**src/rtl/stream_demux_pkg.sv**
```systemverilog
// Shared types and helpers for the registered 1:N stream demultiplexer.
package stream_demux_pkg;

    typedef enum logic [0:0] {
        ST_IDLE   = 1'b0,
        ST_LOCKED = 1'b1
    } state_e;

    function automatic int unsigned sel_width(input int unsigned n);
        return (n > 1) ? $clog2(n) : 1;
    endfunction

endpackage

```
**src/rtl/stream_demux_slot.sv**
```systemverilog
// One-entry output register slice: loads a beat, drains on ready, no bubble on load+drain.
module stream_demux_slot #(
    parameter int unsigned W = 8
) (
    input  logic         clk_i,
    input  logic         rst_i,
    input  logic         load_i,
    input  logic [W-1:0] data_i,
    input  logic         last_i,
    input  logic         ready_i,
    output logic         valid_o,
    output logic [W-1:0] data_o,
    output logic         last_o
);

    logic         valid_q, valid_d;
    logic [W-1:0] data_q, data_d;
    logic         last_q, last_d;

    always_comb begin
        valid_d = valid_q & ~ready_i;
        data_d  = data_q;
        last_d  = last_q;
        if (load_i) begin
            valid_d = 1'b1;
            data_d  = data_i;
            last_d  = last_i;
        end
    end

    always_ff @(posedge clk_i) begin
        if (rst_i) begin
            valid_q <= 1'b0;
            data_q  <= '0;
            last_q  <= 1'b0;
        end else begin
            valid_q <= valid_d;
            data_q  <= data_d;
            last_q  <= last_d;
        end
    end

    assign valid_o = valid_q;
    assign data_o  = data_q;
    assign last_o  = last_q;

endmodule

```
**src/rtl/stream_demux_1ton.sv**
```systemverilog
// Registered 1:N stream demux; destination chosen on a packet's first beat and held to its last.
module stream_demux_1ton
    import stream_demux_pkg::*;
#(
    parameter int unsigned N     = 4,
    parameter int unsigned W     = 8,
    parameter int unsigned SEL_W = sel_width(N),
    parameter int unsigned CW    = 8
) (
    input  logic           clk_i,
    input  logic           rst_i,
    input  logic           in_valid_i,
    output logic           in_ready_o,
    input  logic [W-1:0]   in_data_i,
    input  logic [SEL_W-1:0] in_sel_i,
    input  logic           in_last_i,
    output logic [N-1:0]   out_valid_o,
    input  logic [N-1:0]   out_ready_i,
    output logic [N*W-1:0] out_data_o,
    output logic [N-1:0]   out_last_o,
    output logic           err_sel_o,
    output logic [CW-1:0]  drop_cnt_o
);

    state_e           state_q, state_d;
    logic [SEL_W-1:0] sel_q, sel_d;
    logic [SEL_W-1:0] dest;
    logic             dest_ok;
    logic             in_ready;
    logic             accept;
    logic [N-1:0]     load;
    logic [N-1:0]     out_valid;
    logic             err_q, err_d;
    logic [CW-1:0]    drop_q, drop_d;

    always_comb begin
        dest = (state_q == ST_LOCKED) ? sel_q : in_sel_i;
        if (N == 1) begin
            dest = '0;
        end
        dest_ok = (32'(dest) < N);

        // An out-of-range destination matches no slot, so its beats are always accepted.
        in_ready = 1'b1;
        for (int unsigned k = 0; k < N; k++) begin
            if (32'(dest) == k) begin
                in_ready = ~out_valid[k] | out_ready_i[k];
            end
        end
        accept = in_valid_i & in_ready;

        load = '0;
        for (int unsigned k = 0; k < N; k++) begin
            load[k] = accept && (32'(dest) == k);
        end

        state_d = state_q;
        sel_d   = sel_q;
        unique case (state_q)
            ST_IDLE: begin
                if (accept && !in_last_i) begin
                    state_d = ST_LOCKED;
                    sel_d   = dest;
                end
            end
            ST_LOCKED: begin
                if (accept && in_last_i) begin
                    state_d = ST_IDLE;
                end
            end
            default: state_d = ST_IDLE;
        endcase

        err_d  = accept && (state_q == ST_IDLE) && !dest_ok;
        drop_d = drop_q;
        if (accept && in_last_i && !dest_ok && (drop_q != '1)) begin
            drop_d = drop_q + CW'(1);
        end
    end

    always_ff @(posedge clk_i) begin
        if (rst_i) begin
            state_q <= ST_IDLE;
            sel_q   <= '0;
            err_q   <= 1'b0;
            drop_q  <= '0;
        end else begin
            state_q <= state_d;
            sel_q   <= sel_d;
            err_q   <= err_d;
            drop_q  <= drop_d;
        end
    end

    for (genvar g = 0; g < N; g++) begin : g_slot
        stream_demux_slot #(
            .W(W)
        ) u_slot (
            .clk_i  (clk_i),
            .rst_i  (rst_i),
            .load_i (load[g]),
            .data_i (in_data_i),
            .last_i (in_last_i),
            .ready_i(out_ready_i[g]),
            .valid_o(out_valid[g]),
            .data_o (out_data_o[g*W +: W]),
            .last_o (out_last_o[g])
        );
    end

    assign in_ready_o  = in_ready;
    assign out_valid_o = out_valid;
    assign err_sel_o   = err_q;
    assign drop_cnt_o  = drop_q;

endmodule

```
**config.mk**
```make
export PLATFORM = sky130hd
export DESIGN_NAME = stream_demux_1ton
export DESIGN_NICKNAME = d
export VERILOG_FILES = /design/src/rtl/stream_demux_pkg.sv /design/src/rtl/stream_demux_slot.sv /design/src/rtl/stream_demux_1ton.sv
export SDC_FILE = /design/constraint.sdc
export NUM_CORES = 1
export LEC_CHECK = 0
export CORE_ASPECT_RATIO = 0.5
export CORE_MARGIN = 2
export CORE_UTILIZATION = 43
export DETAILED_ROUTE_END_ITERATION = 10
export PLACE_DENSITY = 0.87
export SYNTH_ARGS = -nofsm -noshare
export SYNTH_HDL_FRONTEND = slang
export SYNTH_HIERARCHICAL = 1
export SYNTH_SLANG_ARGS = --single-unit
export TNS_END_PERCENT = 10
```
**constraint.sdc**
```tcl
create_clock -name clk_i -period 2.5 [get_ports clk_i]
set_clock_uncertainty 0.05 [all_clocks]
set_input_delay 0.25 -clock clk_i [delete_from_list [all_inputs] [get_ports clk_i]]
set_output_delay 0.25 -clock clk_i [all_outputs]
set_load 0.03 [all_outputs]
```
==> results_dict.tcl, run 1 <==
set metrics [dict create \
    yosys.area.top_type "dfxtp_1" \
    synthTopCellsByArea "dfxtp_1 (49%), mux2i_1 (21%), nor2_1 (8.8%)" \
    top_usage_layer "met2" \
    rsz0062_at_grt "yes" \
    ant_nets 0 \
    dp_hpwl_um 2800 \
    tightestPinTransition_ns 1.19 \
    holdPathStages 2 \
    period_share_pct 96.7 \
    seq_power_share_pct 49.6 \
    grt_util_met2_pct 31.8 \
    cts_hold_buffers 0 \
    synth_most_common_cell "dfxtp_1" \
    outcome "finished clean" \
    vias_per_cell 4.72 \
    drc 0 \
    die_height_um 49.0 \
    synthFlopType "dfxtp_1" \
    drive_above_1_share_pct 9.70 \
    synth-seq-cells 43 \
    pwr-share-clk_pct 30.6 \
    cts_root_buf "clkbuf_8" \
    pin_count 68 \
    met3_usage_pct 4.02 \
    critical-path-max-stage-delay_ns 0.93 \
    switching_share_pct 29.3 \
    rows 16 \
    cts_resized 0 \
    grt.overflow.total 0 \
    core_area_mm2 0.00388 \
    final-seq-area_um2 861 \
    postSynthAreaPerCell_um2 10.1 \
    grt_use_total_pct 18.0 \
    drt_pre_antenna_iters 4 \
    synth.distinct_cells 23 \
    antenna_found_initial 0 \
    p_switching_w 0.000433 \
    crit_chain "mux2i_2 -> buf_4 -> o311ai_2 -> nor2_1 -> mux2i_1 -> nor2_1" \
    peakVddDrop_mv 0.250 \
    finalSetupViolCount 0 \
    grt_pass1_wl_um 6460 \
    hold_end "sel_q[1]$_SDFFE_PP0P_" \
    crit_type "reg2reg" \
    routabilityCongestion 0.761 \
    grt_max_degree 22 \
    fmax_ghz 0.413 \
    crit_top_cell "nor2_1" \
    path_clk_slew_ns 0.09 \
    fill_cells 310 \
    cell_internal_pwr_w 0.00104 \
    ff2ff_setup_slack_ns 0.08 \
    r2r_end "g_slot[2].u_slot/data_o[3]$_SDFFE_PP0P_" \
    async_flop_share_pct 0 \
    yosysTopAreaCellShare_pct 49.5 \
    combPwrFrac_pct 19.8 \
    grt_use_met1_pct 21.7 \
    htree_levels 2 \
    portBuffers 58 \
    yosys-top-cells-count "dfxtp_1 (43), nor2_1 (41), mux2i_1 (37)" \
    die_area_mm2 0.00460 \
    wl_per_cell_um 13.0 \
    end_kind "register" \
    worstPathMaxFanout 10 \
    numCtsBuffers 5 \
    arrival_ns 2.56 \
    nets 254 \
    area_delta_synth_final_pct 40.0 \
    seq_area_frac_synth_pct 49.5 \
    syn_inst 172 \
    vias 1373 \
    post_cts_buffers 0 \
    p_leak_nw 0.900 \
    crit_slowest_cell "nor2_1" \
    hold_path.class "reg2reg" \
    syn_area_mm2 0.00174 \
    drt_iter0_markers 50 \
    grt_pass1_vias 1380 \
    cts_tree "done" \
    drv_cap 0 \
    hp-start "sel_q[1]$_SDFFE_PP0P_" \
    clk_path_buf_depth 2 \
    start_util_pct 44.8 \
    dieWidth_um 94.0 \
    synth_edf_count 0 \
    powerDensity_mw_per_mm2 606 \
    required_ns 2.64 \
    drv_slew 0 \
    finalPower_w 0.00148 \
    cp-start-kind "register" \
    final_util_pct 62.8 \
    multiInputGateArea_um2 754 \
    fin_crit_ns 2.42 \
    clock_sinks 43 \
    dp_slack_ns -0.108 \
    slew_headroom_pct 20.3 \
    timing_hold_violations_final 0 \
    totalWireLength_um 3770 \
    setup-tns-final_ns 0 \
    r2r.worst_path.cells 6 \
    n_antenna_cell 0 \
    clock_latency_ns 0.30 \
    timing.final.ws_setup_ns 0.0814 \
    ys_warn_count 6 \
    holdWs_ns 0.434 \
]
==> metrics by stage <==
step / area [um2] / instances
6_report: 2440 / 291
3_3_place_gp: 2340 / 283
4_1_cts: 2440 / 291
3_5_place_dp: 2340 / 283
5_1_grt: 2440 / 291
2_1_floorplan: 1770 / 180
==> per-layer routing <==
| layer | wire [um] | part of all wire, % | vias up |
|---|---|---|---|
| li1 | - | - | 678 |
| met2 | 1870 | 50 | 29 |
| met1 | 1700 | 45 | 659 |
| met3 | 152 | 4.0 | 7 |
| met5 | 0 | 0 | - |
| met4 | 47 | 1.2 | 0 |
==> cell families after synthesis <==
| logic type | synth area share, % |
|---|---|
| compound gates | 4.17 |
| buf+inv | 8.91 |
| flops | 49.5 |
| mux | 23.4 |
| other cells | 0.215 |
| simple gates | 13.9 |
==> cell type report <==
cell class | instances | area share, %
Sequential cell | 43 | 35.3
Multi-Input combinational cell | 114 | 31.0
Timing Repair Buffer | 66 | 26.2
Clock buffer | 5 | 2.82
Tap cell | 54 | 2.77
Clock inverter | 3 | 1.03
Inverter | 6 | 0.924
==> layout by cell type, fill, tap and decap left out, types with 2 or more instances in the layout <==
cell type	n
mux2i_1	37
nor2_1	41
inv_1	6
clkdlybuf4s50_1	57
nand2b_1	7
buf_4	9
nand2_1	2
dfxtp_1	43
conb_1	9
a21oi_1	6
clkbuf_8	5
clkinv_4	2
==> registers in the layout, summed over array words and instances, names as in the netlist, named ones only <==
name	flops
g_slot.u_slot/data_o	32
g_slot.u_slot/last_o	4
g_slot.u_slot/valid_o	4
sel_q	2
==> power by group through the flow <==
| stage | Combinational, W | Clock, W | Sequential, W |
|---|---|---|---|
| after floorplan | 0.000134 | 0 | 0.000802 |
| after global placement | 0.000288 | 0 | 0.000748 |
| after detailed placement | 0.000294 | 0 | 0.000749 |
| after CTS | 0.000295 | 0.000459 | 0.000733 |
| after global routing | 0.000313 | 0.000498 | 0.000738 |
| final | 0.000293 | 0.000451 | 0.000733 |
==> worst max path at each step <==
stage / to / slack (ns)
floorplan: g_slot[0].u_slot/data_o[0]$_SDFFE_PP0P_ / 0.64
global placement: g_slot[2].u_slot/data_o[3]$_SDFFE_PP0P_ / -0.03
detailed placement: g_slot[2].u_slot/data_o[5]$_SDFFE_PP0P_ / -0.11
CTS: g_slot[2].u_slot/data_o[3]$_SDFFE_PP0P_ / 0.09
global route: g_slot[2].u_slot/data_o[5]$_SDFFE_PP0P_ / -0.03
finish: g_slot[2].u_slot/data_o[3]$_SDFFE_PP0P_ / 0.08
==> critical path: cells and delay by family, from the launching register on <==
| kind | cells | cell delay, ns |
|---|---|---|
| AOI/OAI and AO/OA | 1 | 0.09 |
| DFF | 1 | 0.41 |
| muxes | 2 | 0.61 |
| and+or+nand+nor | 2 | 0.98 |
| buffers and inverters | 1 | 0.16 |
Note: power is estimated with default switching activity, not from simulation.
==> run 2, diff against run 1 <==
CORE_UTILIZATION = 40   (was 43)
CTS_BUF_LIST = sky130_fd_sc_hd__clkbuf_8   (was default)
PLACE_DENSITY = 0.82   (was 0.87)
==> results_dict.tcl, run 2 (synthesis results as in run 1) <==
set metrics [dict create \
    timing_hold_violations_final 0 \
    p_leak_nw 0.886 \
    area_delta_synth_final_pct 38.5 \
    htree_levels 2 \
    outcome "finished clean" \
    drive_above_1_share_pct 8.97 \
    core_area_mm2 0.00404 \
    drv_cap 0 \
    vias_per_cell 4.59 \
    cts_resized 0 \
    mostFrequentLayoutCells "clkdlybuf4s50_1 (57), dfxtp_1 (43), nor2_1 (39)" \
    final-seq-area_um2 861 \
    rows 16 \
    grt_pass1_wl_um 6310 \
    portBuffers 58 \
    grt_use_total_pct 16.3 \
    cp-start-kind "register" \
    crit_type "reg2out" \
    clock_latency_ns 0.29 \
    rsz0062_at_grt "no" \
    antenna_found_initial 0 \
    crit_slowest_cell "dfxtp_1" \
    finalSetupViolCount 0 \
    drv_slew 0 \
    largest_reg_flops 32 \
    critical-path-max-stage-delay_ns 0.42 \
    fill_cells 336 \
    path_buf_inv 2 \
    period_share_pct 89.5 \
    ant_nets 0 \
    cts_root_buf "clkbuf_8" \
    n_antenna_cell 0 \
    totalWireLength_um 3900 \
    routabilityCongestion 0.828 \
    numCtsBuffers 5 \
    grt.overflow.total 0 \
    timing.final.ws_setup_ns 0.263 \
    dieWidth_um 97.3 \
    wl_per_cell_um 13.6 \
    vias 1321 \
    drc 0 \
    cts_tree "done" \
    holdWs_ns 0.440 \
    start_util_pct 43.0 \
    die_height_um 50.6 \
    multiInputGateArea_um2 759 \
    post_cts_buffers 0 \
    required_ns 2.20 \
    fmax_ghz 0.447 \
    path_clk_slew_ns 0.08 \
    grt_pass1_vias 1351 \
    ff2ff_setup_slack_ns 0.27 \
    peakVddDrop_mv 0.224 \
    drt_pre_antenna_iters 4 \
    dp_hpwl_um 2800 \
    end_kind "output pin" \
    grt_max_degree 32 \
    cts_hold_buffers 0 \
    clock_sinks 43 \
    tightestPinTransition_ns 0.736 \
    crit_chain "mux2i_2 -> buf_4 -> nor3b_1 -> a311o_1 -> nand2_1 -> buf_4" \
    pin_count 68 \
    setup-tns-final_ns 0 \
    path_delay_family "flip-flops" \
    fin_crit_ns 2.24 \
    layout.cells.most_common "clkdlybuf4s50_1" \
    dp_slack_ns -0.128 \
    worstPathMaxFanout 6 \
    drt_iter0_markers 26 \
    arrival_ns 1.94 \
    clk_path_buf_depth 2 \
    slew_headroom_pct 50.9 \
    crit_top_cell "buf_4" \
    hold_path.class "reg2reg" \
    powerDensity_mw_per_mm2 602 \
    nets 251 \
    die_area_mm2 0.00493 \
]
## run 2: changes by cell type in the layout (fill, tap and decap cells not counted)
cell      before  now
clkinv_2       0    1
inv_1          6    7
clkinv_4       2    0
nor2_1        41   39
nor2_2         0    2
buf_4          9    6
## run 2: power breakdown
group	internal (W)	switching (W)	total [W]
logic	0.000124	0.000164	0.000289
clock network	0.000191	0.000237	0.000428
registers	0.000715	0.0000180	0.000733
total	0.00103	0.000419	0.00145
## run 2: layout make-up
| class | instances | area share, % |
|---|---|---|
| multi-input combinational | 114 | 31.5 |
| clock inverter | 3 | 0.675 |
| tap | 54 | 2.80 |
| timing repair buffer | 63 | 25.5 |
| clock buffer | 5 | 2.85 |
| inverter | 6 | 0.934 |
| sequential | 43 | 35.7 |
## run 2: worst paths after layout
| path | from | end | cells past startpoint |
|---|---|---|---|
| setup / recovery | register | in_ready_o | 6 |
| hold reg to reg | g_slot[1].u_slot/valid_o$_SDFF_PP0_ | g_slot[1].u_slot/valid_o$_SDFF_PP0_ | 2 |
| setup reg to reg | register | g_slot[1].u_slot/data_o[3]$_SDFFE_PP0P_ | 8 |
| hold / removal | g_slot[1].u_slot/valid_o$_SDFF_PP0_ | g_slot[1].u_slot/valid_o$_SDFF_PP0_ | 2 |
## run 2: routing by layer
metal  GRT usage, %  up-vias  wire [um]
li1               -      664          -
met1           18.8      620       1720
met2           29.3       32       1970
met3           4.18        5        169
met4           6.94        0         41
met5              0        -          0
## run 2: stage by stage
| stage | std cells | cell area [um2] | total power, W | utilization, % |
|---|---|---|---|---|
| after floorplan | 180 | 1770 | 0.000935 | - |
| after global placement | 280 | 2320 | 0.00103 | 57.4 |
| after detailed placement | 280 | 2320 | 0.00104 | 57.4 |
| after CTS | 288 | 2410 | 0.00146 | 59.5 |
| after global routing | 288 | 2410 | 0.00151 | 59.6 |
| final | 288 | 2410 | 0.00145 | 59.6 |
## run 2: worst reg2reg max path, cell delays in order, from the launching register on
cell	delay, ns
dfxtp_1	0.42
mux2i_2	0.33
buf_4	0.18
nor3b_1	0.05
a311o_1	0.40
nor2_1	0.20
buf_4	0.22
mux2i_1	0.23
nor2_1	0.05
==> run 3, diff against run 2 <==
CORE_ASPECT_RATIO = default   (was 0.5)
SETUP_SLACK_MARGIN = 0.2   (was default)
==> results_dict.tcl, run 3 (synthesis results as in run 1) <==
set metrics [dict create \
    start_util_pct 42.6 \
    grt_max_degree 24 \
    peakVddDrop_mv 0.346 \
    cp_num_cells 6 \
    hold_end "sel_q[0]$_SDFFE_PP0P_" \
    nets 255 \
    worstPathMaxFanout 6 \
    finalSetupViolCount 0 \
    fmax_ghz 0.492 \
    pin_count 68 \
    ff2ff_setup_slack_ns 0.57 \
    crit_chain "clkdlybuf4s50_1 -> mux2i_2 -> buf_4 -> o311ai_2 -> nand2_1 -> buf_4" \
    crit_top_cell "buf_4" \
    crit_slowest_cell "clkdlybuf4s50_1" \
    area_delta_synth_final_pct 39.7 \
    dieWidth_um 70.0 \
    cts_root_buf "clkbuf_8" \
    period_share_pct 81.2 \
    vias 1345 \
    antenna_found_initial 0 \
    cts_resized 0 \
    clock_sinks 43 \
    htree_levels 2 \
    drive_above_1_share_pct 9.66 \
    cp-start-kind "input pin" \
    fin_crit_ns 2.03 \
    cts_tree "done" \
    path_delay_family "buffers and inverters" \
    ant_nets 0 \
    totalWireLength_um 3670 \
    post_cts_buffers 0 \
    cp-startpoint "in_sel_i[0]" \
    critical-path-max-stage-delay_ns 0.50 \
    n_antenna_cell 0 \
    holdPathStages 2 \
    path_buf_inv 3 \
    die_height_um 70.0 \
    layout.cells.most_common "clkdlybuf4s50_1" \
    hp-start "sel_q[0]$_SDFFE_PP0P_" \
    dp_hpwl_um 2620 \
    setup-tns-final_ns 0 \
    required_ns 2.20 \
    die_area_mm2 0.00489 \
    arrival_ns 1.73 \
    cts_hold_buffers 0 \
    drc 0 \
    hold_path.class "reg2reg" \
    outcome "finished clean" \
    r2r.worst_path.cells 6 \
    numCtsBuffers 5 \
    wl_per_cell_um 12.7 \
    largest_reg_flops 32 \
    grt_use_total_pct 15.4 \
    mostFrequentLayoutCells "clkdlybuf4s50_1 (57), dfxtp_1 (43), nor2_1 (41)" \
    grt.overflow.total 0 \
    path_clk_slew_ns 0.08 \
    drt_iter0_markers 89 \
    finalPower_w 0.00145 \
    clk_path_buf_depth 2 \
    powerDensity_mw_per_mm2 598 \
    core_area_mm2 0.00409 \
    crit_type "in2out" \
    drv_cap 0 \
    grt_pass1_vias 1224 \
    timing_hold_violations_final 0 \
    routabilityCongestion 0.726 \
    drt_pre_antenna_iters 4 \
    drv_slew 0 \
    vias_per_cell 4.67 \
    portBuffers 58 \
    end_kind "output pin" \
    r2r_end "g_slot[1].u_slot/data_o[3]$_SDFFE_PP0P_" \
    rsz0062_at_grt "no" \
    rows 23 \
    clock_latency_ns 0.29 \
    grt_pass1_wl_um 5890 \
    p_leak_nw 0.908 \
]
==> run 3: cell count changes in the layout (fill, tap and decap cells not counted) <==
cell    previous run  this run
buf_4              6        10
nor2_2             2         0
nor2_1            39        41
==> run 3: worst register-to-register path, delay by kind of cell, from the launching register on <==
family | cells | cell delay, ns
buffers and inverters | 1 | 0.20
muxes | 2 | 0.57
and+or+nand+nor | 2 | 0.25
DFF | 1 | 0.40
AOI/OAI and AO/OA | 1 | 0.36
==> run 3: worst max path at each step <==
stage / endpoint / slack [ns]
3_5_place_dp: g_slot[1].u_slot/data_o[3]$_SDFFE_PP0P_ / 0.26
5_1_grt: in_ready_o / 0.35
2_1_floorplan: g_slot[0].u_slot/data_o[0]$_SDFFE_PP0P_ / 0.64
6_report: in_ready_o / 0.47
3_3_place_gp: g_slot[1].u_slot/data_o[5]$_SDFFE_PP0P_ / 0.29
4_1_cts: in_ready_o / 0.46
==> run 3: layout make-up <==
class / count / area [um2]
Fill cell: 356 / 1660
Tap cell: 50 / 62.6
Timing Repair Buffer: 67 / 646
Inverter: 6 / 22.5
Sequential cell: 43 / 861
Multi-Input combinational cell: 114 / 754
Clock inverter: 3 / 16.3
Clock buffer: 5 / 68.8
==> run 3: routing by layer <==
metal,part of all wire (%),wire length [um],vias to the layer above,track usage (%)
met2,45,1670,42,23.5
met4,1.4,52,0,7.05
met5,0,0,-,0
met1,46,1670,623,19.3
li1,-,-,674,-
met3,7.5,277,6,5.92
==> run 3: power by group <==
part | switching, W | internal (W)
Combinational | 0.000162 | 0.000128
Sequential | 0.0000178 | 0.000715
Clock | 0.000240 | 0.000191
==> run 3: through the flow <==
step	hold WS [ns]	instance area (um2)	util, %	std cells	setup WS, ns
after floorplan	0.269	1770	-	180	0.644
after global placement	0.414	2350	57.4	280	0.290
after detailed placement	0.431	2350	57.4	280	0.261
after CTS	0.440	2430	59.5	288	0.461
after global routing	0.454	2430	59.5	288	0.352
final	0.438	2430	59.5	288	0.469
